## src/rtl/relu_fwd_mask.sv

```systemverilog
// relu_fwd_mask: forward ReLU on 18-bit FloPoCo words, with an in-order mask FIFO
// that records which elements were clamped. The backward pass consumes the mask stream.
module relu_fwd_mask #(
  parameter int BITWIDTH   = 16,
  parameter int BW         = BITWIDTH + 2 - 1,
  parameter int MASK_DEPTH = 64,
  parameter int AW         = $clog2(MASK_DEPTH)
) (
  input  logic          clk,
  input  logic          rst_n,
  input  logic          enable,
  input  logic          clear,
  input  logic          in_valid,
  output logic          in_ready,
  input  logic [BW:0]   in_data,
  output logic          out_valid,
  input  logic          out_ready,
  output logic [BW:0]   out_data,
  output logic          mask_valid,
  input  logic          mask_ready,
  output logic          mask_out,
  output logic [AW:0]   mask_count
);

  localparam logic [AW:0]   FULL_CNT = (AW + 1)'(MASK_DEPTH);
  localparam logic [AW-1:0] LAST_PTR = AW'(MASK_DEPTH - 1);

  logic                  r_out_valid;
  logic [BW:0]           r_out_data;
  logic [AW-1:0]         r_wr_ptr;
  logic [AW-1:0]         r_rd_ptr;
  logic [AW:0]           r_count;
  logic [MASK_DEPTH-1:0] r_mask;

  logic                  w_in_ready;
  logic                  w_push;
  logic                  w_pop;
  logic                  w_mask_valid;
  logic [BW:0]           w_relu_data;
  logic                  w_relu_mask;
  logic [1:0]            w_exn;
  logic                  w_sign;

  // Pointer advance with explicit wrap so non-power-of-2 depths work.
  function automatic logic [AW-1:0] ptr_inc(input logic [AW-1:0] p);
    return (p == LAST_PTR) ? '0 : p + 1'b1;
  endfunction

  assign w_exn        = in_data[BW:BW-1];
  assign w_sign       = in_data[BW-2];
  assign w_mask_valid = (r_count != '0);

  // Accept only when the FIFO has room (registered count) and the output slot frees up.
  assign w_in_ready = enable && !clear && (r_count != FULL_CNT) && (!r_out_valid || out_ready);
  assign w_push     = in_valid && w_in_ready;
  assign w_pop      = enable && !clear && w_mask_valid && mask_ready;

  // ReLU rule: NaN passes unchanged, zero/negative clamp to 0, positive passes.
  always_comb begin
    w_relu_data = in_data;
    w_relu_mask = 1'b0;
    if (w_exn == 2'b11) begin
      w_relu_mask = 1'b1;
    end else if ((w_exn == 2'b00) || w_sign) begin
      w_relu_data = '0;
      w_relu_mask = 1'b1;
    end
  end

  // Output register: load on push, drop valid on drain, clear flushes valid only.
  always_ff @(posedge clk or negedge rst_n) begin
    if (!rst_n) begin
      r_out_valid <= 1'b0;
      r_out_data  <= '0;
    end else if (clear) begin
      r_out_valid <= 1'b0;
    end else if (w_push) begin
      r_out_valid <= 1'b1;
      r_out_data  <= w_relu_data;
    end else if (enable && out_ready) begin
      r_out_valid <= 1'b0;
    end
  end

  // Mask FIFO pointers and occupancy.
  always_ff @(posedge clk or negedge rst_n) begin
    if (!rst_n) begin
      r_wr_ptr <= '0;
      r_rd_ptr <= '0;
      r_count  <= '0;
    end else if (clear) begin
      r_wr_ptr <= '0;
      r_rd_ptr <= '0;
      r_count  <= '0;
    end else begin
      if (w_push) r_wr_ptr <= ptr_inc(r_wr_ptr);
      if (w_pop)  r_rd_ptr <= ptr_inc(r_rd_ptr);
      case ({w_push, w_pop})
        2'b10:   r_count <= r_count + 1'b1;
        2'b01:   r_count <= r_count - 1'b1;
        default: r_count <= r_count;
      endcase
    end
  end

  // Mask storage; contents are only meaningful between the pointers, so no reset.
  always_ff @(posedge clk) begin
    if (w_push) r_mask[r_wr_ptr] <= w_relu_mask;
  end

  assign in_ready   = w_in_ready;
  assign out_valid  = r_out_valid;
  assign out_data   = r_out_data;
  assign mask_valid = w_mask_valid;
  assign mask_out   = r_mask[r_rd_ptr];
  assign mask_count = r_count;

endmodule

```

## config.mk

```make
export PLATFORM = sky130hd
export DESIGN_NAME = relu_fwd_mask
export DESIGN_NICKNAME = d
export VERILOG_FILES = /design/src/rtl/relu_fwd_mask.sv
export SDC_FILE = /design/constraint.sdc
export NUM_CORES = 1
export LEC_CHECK = 0
export CAP_MARGIN = 20
export CORE_MARGIN = 5
export CORE_UTILIZATION = 50
export CTS_CLUSTER_SIZE = 25
export DETAILED_ROUTE_END_ITERATION = 8
export DONT_BUFFER_PORTS = 1
export HOLD_SLACK_MARGIN = 0.06
export PLACE_DENSITY_LB_ADDON = 0.3
export SLEW_MARGIN = 20
export SYNTH_ARGS = -nofsm -noshare
export SYNTH_HDL_FRONTEND = slang
export SYNTH_SLANG_ARGS = --single-unit
export TNS_END_PERCENT = 10
```

## constraint.sdc

```tcl
create_clock -name clk -period 7.1 [get_ports clk]
set_input_delay 1.42 -clock clk [delete_from_list [all_inputs] [get_ports clk]]
set_output_delay 1.42 -clock clk [all_outputs]
set_load 0.005 [all_outputs]
```

==> run_results.csv, run 1 <==
group,metric,value,unit
clocking,cts_root_buf,"clkbuf_8",
critical_path,cp_slowest_stage_delay,0.64,ns
sta,holdWs,0.510,ns
critical_path,worstPathArrival,2.43,ns
floorplanning,io_pins,54,
clocking,cts_resized,0,
finish,area_growth_syn_to_layout,4.44,%
critical_path,path_cells,"buf_4 > mux4_1 > mux4_2 > nand2_1 > a31oi_1",
run_status,outcome,"finished, final reports clean",
sta,fin_setup_tns,0,ns
clocking,clkSlewWorstSetupHoldPaths,0.09,ns
floorplanning,core_area,0.00964,mm2
grt,busiest_layer,"met2",
synth,synthCells,416,
sta,finClkSkew,0.00870,ns
min_path,hold_path_class,"reg -> reg",
routing,antenna_left,0,
sta,fin_crit,3.85,ns
sta,worst_pin_slew,0.997,ns
sta,hold_viol_final,0,
clocking,cts.sinks,102,
clocking,cts_tree,"done",
grt,grt_pass1_wl,16100,um
power_and_ir_drop,irDropWorstVdd,0.180,mV
grt,use_met1,23.5,%
critical_path,critPathKind,"reg -> out",
routing,route.detailed.drc,0,
synth,synth.cell_area,0.00488,mm2
synth,synth_fp_nets,449,
finish,final_cell_count_no_fill,541,
job,cap_viol_max_count,0,
sta,rsz0062_at_grt,"false",
synth,yosysSeqAreaShare,58.9,%
grt,antenna_found_initial,0,
synth,yosysUniqueCellTypes,52,
routing,num_vias,3082,
clocking,hold_buffers,0,
clocking,htreeDepth,3,
routing,avgViaCountPerCell,5.70,
grt,grtUsageMet3,4.09,%
floorplanning,initial_utilization,50.6,%
synth,async_flop_share,37.3,%
sta,fmax,260,MHz
routing,wl_per_cell,18.0,um
grt,grt.met2_usage,29.3,%
grt,gr-total-overflow,0,
synth,synth-edff-count,64,
floorplanning,dieWidth,109,um
critical_path,cp_slowest_cell,"mux4_1",
synth,synthTopCellsByArea,"edfxtp_1 (39%), dfrtp_1 (19%), nor2_1 (6.0%)",
finish,final_nets,436,
critical_path,cp.required,5.68,ns
grt,grt_max_degree,65,
sta,maxSlewHeadroom,33.5,%
clocking,clock_latency,0.37,ns
grt,grt.total_usage,17.9,%
finish,num_antenna_cells,0,
floorplanning,die_h,109,um
synth,syn_avg_cell_area,11.7,um2
synth,synth_seq_cells,102,
placement,hpwl,6410,um
critical_path,crit_buf_inv,1,
clocking,cts_made_buffers,9,
grt,grt_pass1_vias,3043,
power_and_ir_drop,cellPowerDensity,248,mW/mm2
clocking,post_cts_buffers,0,
placement,dp.cells,525,
finish,fin_util,52.9,%
synth,synthFlopType,"edfxtp_1",
sta,post-route-period-util,54.2,%
floorplanning,die-area,0.0118,mm2
synth,synth_largest_area_cell,"edfxtp_1",
sta,final-max-slew-violation-count,0,
routing,drt-pass1-iter-count,4,
critical_path,endpoint_kind,"primary output",
critical_path,start_kind,"register",
critical_path,crit_family,"multiplexers",
routing,drt_first_iter_violations,142,
placement,portBuffers,0,
finish,layout-drive-gt1-share,6.86,%
synth,ys_warn_count,0,
critical_path,rrSetupSlack,3.90,ns
power_and_ir_drop,leakagePower,0.00188,uW
sta,setup_viol,0,
clocking,clock_path_buffers,2,
routing,routed_wirelength,9710,um
critical_path,critPathMaxFanout,25,
synth,yosysTopAreaCellShare,39.4,%
placement,globalplace.congestion,0.861,
floorplanning,rows,36,
power_and_ir_drop,design_power_total,1260,uW
## cell type report
cell class / count / area, um2
Sequential cell: 102 / 2870
Clock inverter: 5 / 50.0
Timing Repair Buffer: 2 / 15.0
Tap cell: 133 / 166
Fill cell: 849 / 4540
Multi-Input combinational cell: 279 / 1830
Inverter: 9 / 33.8
Clock buffer: 11 / 131
## path summary, 6_finish.rpt
path / from / endpoint / cells past startpoint
max in group asynchronous: rst_n / r_wr_ptr[4]$_DFFE_PN0P_ / 0
worst max-delay path: r_rd_ptr[0]$_DFFE_PN0P_ / mask_out / 5
worst min register to register: out_data[14]$_DFFE_PN0P_ / out_data[14]$_DFFE_PN0P_ / 2
worst min-delay path: out_data[14]$_DFFE_PN0P_ / out_data[14]$_DFFE_PN0P_ / 2
worst max register to register: mask_count[3]$_DFFE_PN0P_ / mask_count[5]$_DFFE_PN0P_ / 12
min in group asynchronous: rst_n / out_data[17]$_DFFE_PN0P_ / 0
## synthesized netlist by cell type, drive strengths merged, types with 9 or more instances
cell type	n
nor2	79
buf	13
a21oi	10
inv	9
o21ai	21
dfrtp	38
nand3	23
clkbuf	13
mux4	14
edfxtp	64
nand2	54
mux2i	11
## per-stage QoR
| stage | cell area, um2 | setup slack, ns |
|---|---|---|
| 3_5_place_dp | 4910 | 2.98 |
| 4_1_cts | 5090 | 3.21 |
| 5_1_grt | 5090 | 3.07 |
| 2_1_floorplan | 4880 | 3.52 |
| 3_3_place_gp | 4910 | 3.09 |
| 6_report | 5090 | 3.25 |
## worst min-delay path: stages (launching register included)
cell and delay (ns):
dfrtp_1 0.38, nand2_1 0.06, nand2_1 0.05
## sequential cells by signal (all words and copies together) (netlist names)
register	flops
r_mask	64
out_data	18
out_valid	1
r_wr_ptr	6
mask_count	7
r_rd_ptr	6
## kinds of logic after synthesis
family,after synthesis,share of synthesized area (%)
multiplexers,25,9.41
adder cells (fa/ha/maj),8,2.21
AND/OR/NAND/NOR,188,17.6
flip-flops,102,58.9
XOR/XNOR,8,1.82
buffers and inverters,35,3.69
AO/OA/AOI/OAI,50,6.39
## metal layers
| metal | vias up | part of all wire [%] |
|---|---|---|
| met3 | 8 | 6.3 |
| li1 | 1465 | - |
| met2 | 87 | 50 |
| met5 | - | 0 |
| met4 | 0 | 1.1 |
| met1 | 1522 | 43 |
## report_power, final
part	internal (uW)	switching [uW]	total, uW
logic	73.4	104	178
registers	681	55.5	737
clock network	160	189	349
total	915	349	1260
## cell usage in the layout, fill, tap and decap left out, drive strengths merged, types with 2 or more instances in the layout
cell type	instances
o21ai	21
nand2b	7
mux2i	11
xnor2	5
clkbuf	11
buf	2
o22ai	2
o31ai	2
nand4	5
o221ai	4
edfxtp	64
nor2	79
or3	2
nor3	2
a21o	2
dfrtp	38
nand2	54
a21oi	10
or3b	2
mux4	14
clkinv	3
nand3b	6
ha	7
xor2	3
nand4b	2
inv	9
nand3	23
No activity file was read; power rests on OpenSTA's default activity.
==> run 2, diff against run 1 <==
clock period = 3.2 ns   (was 7.1 ns; I/O delays follow)
==> run_results.csv, run 2 (same netlist as run 1, synthesis figures left out) <==
group,metric,value,unit
power_and_ir_drop,irDropWorstVdd,0.249,mV
placement,globalplace.congestion,0.872,
critical_path,critPathKind,"reg -> out",
finish,regMostFlops,"r_mask",
finish,final_nets,441,
floorplanning,core_area,0.00964,mm2
finish,area_growth_syn_to_layout,5.62,%
critical_path,cp_slowest_cell,"mux4_1",
power_and_ir_drop,p_switching,796,uW
grt,grt_pass1_wl,15800,um
routing,wl_met2,4830,um
power_and_ir_drop,pwr-share-seq,57.5,%
critical_path,start_kind,"register",
finish,layout_common_cells,"nor2_1 (78), edfxtp_1 (64), nand2_1 (53)",
critical_path,ff2ff_path_depth,12,
grt,grt.total_usage,17.8,%
grt,gr-total-overflow,0,
sta,maxSlewHeadroom,31.9,%
power_and_ir_drop,p_int,2040,uW
critical_path,critPathMaxFanout,19,
routing,route.detailed.drc,0,
critical_path,endpoint_kind,"primary output",
finish,largest_reg_flops,64,
floorplanning,initial_utilization,50.6,%
sta,finClkSkew,0.0126,ns
floorplanning,dieWidth,109,um
sta,fin_setup_tns,0,ns
power_and_ir_drop,pwr-share-comb,14.6,%
routing,avgViaCountPerCell,5.61,
finish,layout.cells.most_common,"nor2_1",
routing,wl_per_cell,17.7,um
clocking,cts_root_buf,"clkbuf_8",
floorplanning,rows,36,
clocking,cts_made_buffers,9,
clocking,clock_path_buffers,2,
critical_path,cp_slowest_stage_delay,0.63,ns
sta,post-route-period-util,94.8,%
sta,fin_ws,0.167,ns
power_and_ir_drop,p_clk_share,27.9,%
routing,num_vias,3062,
sta,worst_pin_slew,1.01,ns
sta,final-max-slew-violation-count,0,
power_and_ir_drop,cellPowerDensity,550,mW/mm2
critical_path,r2r_end,"mask_count[5]$_DFFE_PN0P_",
critical_path,crit_buf_inv,1,
clocking,clkSlewWorstSetupHoldPaths,0.09,ns
floorplanning,die-area,0.0118,mm2
sta,setup_viol,0,
clocking,cts_tree,"done",
critical_path,path_cells,"buf_4 > mux4_1 > mux4_2 > nand2_1 > a31oi_1",
critical_path,crit_end,"mask_out",
sta,hold_viol_final,0,
critical_path,cp.required,2.56,ns
finish,num_antenna_cells,0,
finish,layout-drive-gt1-share,8.47,%
critical_path,worstPathArrival,2.39,ns
routing,drt-pass1-iter-count,4,
routing,routed_wirelength,9680,um
sta,rsz0062_at_grt,"false",
grt,grt_max_degree,65,
placement,portBuffers,0,
routing,wl_met1,4170,um
critical_path,rrSetupSlack,0.31,ns
floorplanning,io_pins,54,
routing,drt_first_iter_violations,218,
min_path,hold_path_class,"in -> async",
placement,pre_cts_ws,0.322,ns
critical_path,crit_family,"multiplexers",
critical_path,cp.depth,5,
power_and_ir_drop,p_sw_share,28.1,%
critical_path,reg2reg_from,"mask_count[3]$_DFFE_PN0P_",
routing,highest_layer,"met4",
clocking,cts.sinks,102,
clocking,clock_latency,0.37,ns
grt,grt_pass1_vias,3057,
placement,hpwl,6320,um
job,cap_viol_max_count,0,
floorplanning,die_h,109,um
critical_path,critPathLaunch,"r_rd_ptr[0]$_DFFE_PN0P_",
run_status,outcome,"finished, final reports clean",
routing,antenna_left,0,
clocking,htreeDepth,3,
grt,antenna_found_initial,0,
sta,fin_crit,3.03,ns
power_and_ir_drop,leakagePower,0.00191,uW
clocking,post_cts_buffers,0,
sta,fmax,330,MHz
routing,met3_length,539,um
==> run 2: cell types whose count changed in the layout (fill, tap and decap cells not counted), sizes merged <==
| cell | previous run | this run |
|---|---|---|
| clkinvlp | 1 | 0 |
| clkinv | 3 | 5 |
| buf | 2 | 7 |
| clkbuf | 11 | 9 |
| inv | 9 | 10 |
==> run 2: per-stage QoR <==
step / instance area, um2 / std cells / power (uW) / utilization, % / hold slack [ns]
2_1_floorplan: 4880 / 416 / 1970 / - / 0.344
3_3_place_gp: 4940 / 529 / 2040 / 51.3 / 0.345
3_5_place_dp: 4940 / 529 / 2060 / 51.3 / 0.345
4_1_cts: 5150 / 546 / 2860 / 53.4 / 0.0852
5_1_grt: 5150 / 546 / 2980 / 53.5 / 0.0862
6_report: 5150 / 546 / 2830 / 53.5 / 0.102
==> run 2: area by class of cell <==
cell class,instances,area [um2]
inverter,9,33.8
sequential,102,2870
tap,133,166
timing repair buffer,7,65.1
multi-input combinational,279,1830
clock inverter,7,63.8
fill,853,4490
clock buffer,9,124
==> run 2: how the worst min path moves through the flow <==
stage / start / endpoint / slack (ns) / cells after the start
floorplan: rst_n / mask_count[0]$_DFFE_PN0P_ / 0.34 / 0
global placement: rst_n / out_data[13]$_DFFE_PN0P_ / 0.35 / 0
detailed placement: rst_n / out_data[13]$_DFFE_PN0P_ / 0.35 / 0
CTS: rst_n / out_data[13]$_DFFE_PN0P_ / 0.09 / 1
global route: rst_n / out_data[2]$_DFFE_PN0P_ / 0.09 / 1
finish: rst_n / r_wr_ptr[1]$_DFFE_PN0P_ / 0.10 / 1
==> run 2: power groups by stage <==
stage	Combinational, uW	Sequential, uW	Clock (uW)
after floorplan	346	1620	0
after global placement	385	1660	0
after detailed placement	403	1660	0
after CTS	415	1630	816
after global routing	464	1640	872
final	414	1630	791
==> run 2: metal layers <==
metal | GRT usage, % | vias up
li1 | - | 1473
met1 | 23.6 | 1504
met2 | 28.6 | 75
met3 | 4.14 | 10
met4 | 6.94 | 0
met5 | 0 | -
==> run 2: worst register-to-register path, cell delays in order, from the launching register on <==
cell and delay, ns:
dfrtp_1 0.45, nor4_4 0.35, nand3b_1 0.18, and4_1 0.25, nand2_1 0.15, inv_1 0.15, ha_1 0.30, a21o_1 0.17
a21oi_1 0.25, o21bai_1 0.10, a21oi_1 0.19, xnor2_1 0.08, a21o_1 0.17
==> run 2: timing repair <==
item | in CTS | in global routing
endpoints found under the hold margin | 38 | 0
gates resized for setup | 0 | 1
setup endpoints to repair | 0 | 1
hold buffers | 1 | 0
==> run 3, diff against run 2 <==
ABC_CLOCK_PERIOD_IN_PS = 3000   (was unset)
clock period = 3 ns   (was 3.2 ns; I/O delays follow)
==> run_results.csv, run 3 (same netlist as run 1, synthesis figures left out) <==
group,metric,value,unit
finish,layout_common_cells,"nor2_1 (78), edfxtp_1 (64), nand2_1 (52)",
grt,gr-total-overflow,0,
finish,layout-drive-gt1-share,9.40,%
placement,globalplace.congestion,0.931,
sta,fin_setup_tns,0,ns
clocking,cts_made_buffers,9,
floorplanning,initial_utilization,50.6,%
sta,worst_pin_slew,0.984,ns
floorplanning,dieWidth,109,um
routing,routed_wirelength,10100,um
routing,avgViaCountPerCell,5.74,
min_path,hold_path_class,"in -> reg",
sta,fmax,345,MHz
sta,hold_viol_final,0,
sta,maxSlewHeadroom,33.9,%
finish,final_nets,443,
sta,fin_crit,2.90,ns
floorplanning,rows,36,
routing,num_vias,3144,
floorplanning,die-area,0.0118,mm2
grt,grt_max_degree,65,
finish,num_antenna_cells,0,
clocking,cts.sinks,102,
job,cap_viol_max_count,0,
grt,grt_pass1_wl,16700,um
floorplanning,io_pins,54,
clocking,clock_latency,0.37,ns
sta,post-route-period-util,96.6,%
critical_path,endpoint_kind,"primary output",
finish,regMostFlops,"r_mask",
finish,area_growth_syn_to_layout,7.28,%
grt,grt_pass1_vias,3190,
critical_path,critPathMaxFanout,25,
critical_path,critPathKind,"reg -> out",
sta,final-max-slew-violation-count,0,
clocking,clkSlewWorstSetupHoldPaths,0.09,ns
floorplanning,core_area,0.00964,mm2
clocking,cts_tree,"done",
sta,finClkSkew,0.00928,ns
power_and_ir_drop,irDropWorstVdd,0.342,mV
run_status,outcome,"finished, final reports clean",
sta,rsz0062_at_grt,"false",
routing,drt_first_iter_violations,123,
routing,wl_per_cell,18.4,um
clocking,cts_root_buf,"clkbuf_8",
clocking,clock_path_buffers,2,
finish,final_cell_area,0.00523,mm2
power_and_ir_drop,leakagePower,0.00195,uW
clocking,post_cts_buffers,0,
critical_path,worstPathArrival,2.30,ns
placement,portBuffers,0,
clocking,htreeDepth,3,
finish,largest_reg_flops,64,
placement,hpwl,6550,um
routing,drt-pass1-iter-count,5,
power_and_ir_drop,cellPowerDensity,613,mW/mm2
finish,layout.cells.most_common,"nor2_1",
routing,antenna_left,0,
grt,antenna_found_initial,0,
critical_path,cp.required,2.40,ns
routing,route.detailed.drc,0,
critical_path,start_kind,"register",
sta,setup_viol,0,
placement,placed_area,0.00496,mm2
floorplanning,die_h,109,um
grt,grt.total_usage,18.7,%
[run 3: changes by cell type in the layout (fill, tap and decap cells not counted), sizes merged]
cell / previous run / this run
dlygate4sd3: 0 / 1
buf: 7 / 8
bufinv: 1 / 3
clkinv: 5 / 2
clkbuf: 9 / 10
[run 3: area by class of cell]
cell class	instances	area (um2)
flip-flops and latches	102	2880
fillers	837	4410
inverters	9	33.8
multi-input cells	279	1830
well taps	133	166
clock buffers	10	128
clock inverters	6	108
repair buffers	9	95.1
[run 3: what timing repair did]
item / CTS / global route
gates resized for setup: 1 / 3
hold buffers: 2 / 0
endpoints found under the hold margin: 38 / 0
endpoints found under the setup margin: 1 / 2
cloned: 0 / 0
[run 3: metal layers]
| metal | track usage, % | wire (um) | share of wire (%) | vias to the layer above |
|---|---|---|---|---|
| li1 | - | - | - | 1478 |
| met1 | 24.1 | 4270 | 42 | 1569 |
| met2 | 31.2 | 5100 | 51 | 83 |
| met3 | 4.20 | 549 | 5.5 | 14 |
| met4 | 6.76 | 137 | 1.4 | 0 |
| met5 | 0 | 0 | 0 | - |
[run 3: worst paths after layout]
check / start / slack [ns] / depth (start not counted) / to
setup / recovery: r_rd_ptr[0]$_DFFE_PN0P_ / 0.10 / 5 / mask_out
min in group asynchronous: rst_n / 0.67 / 2 / out_data[15]$_DFFE_PN0P_
hold reg to reg: out_data[0]$_DFFE_PN0P_ / 0.51 / 2 / out_data[0]$_DFFE_PN0P_
max in group asynchronous: rst_n / 2.12 / 2 / mask_count[3]$_DFFE_PN0P_
setup reg to reg: mask_count[2]$_DFFE_PN0P_ / 0.16 / 12 / mask_count[5]$_DFFE_PN0P_
hold / removal: clear / 0.28 / 1 / r_rd_ptr[1]$_DFFE_PN0P_
[run 3: where the power goes]
| group | leakage (uW) | internal, uW | switching (uW) |
|---|---|---|---|
| Clock | 0.000118 | 553 | 464 |
| Combinational | 0.000714 | 187 | 262 |
| Sequential | 0.00112 | 1610 | 128 |
| Total | 0.00195 | 2350 | 853 |
[run 3: critical path: stages, from the launching register on]
cell,delay [ns]
dfrtp_1,0.38
buf_12,0.21
mux4_1,0.59
mux4_2,0.50
nand2_1,0.09
a31oi_1,0.14
[run 3: per-stage QoR]
stage               std cells  hold slack (ns)  worst slack [ns]  util [%]  power [uW]
floorplan                 416            0.304             0.239         -        2100
global placement          530            0.305             0.246      51.5        2190
detailed placement        530            0.305             0.147      51.5        2210
CTS                       548            0.263            0.0691      54.3        3230
global route              548            0.260            0.0156      54.3        3370
finish                    548            0.280             0.102      54.3        3210
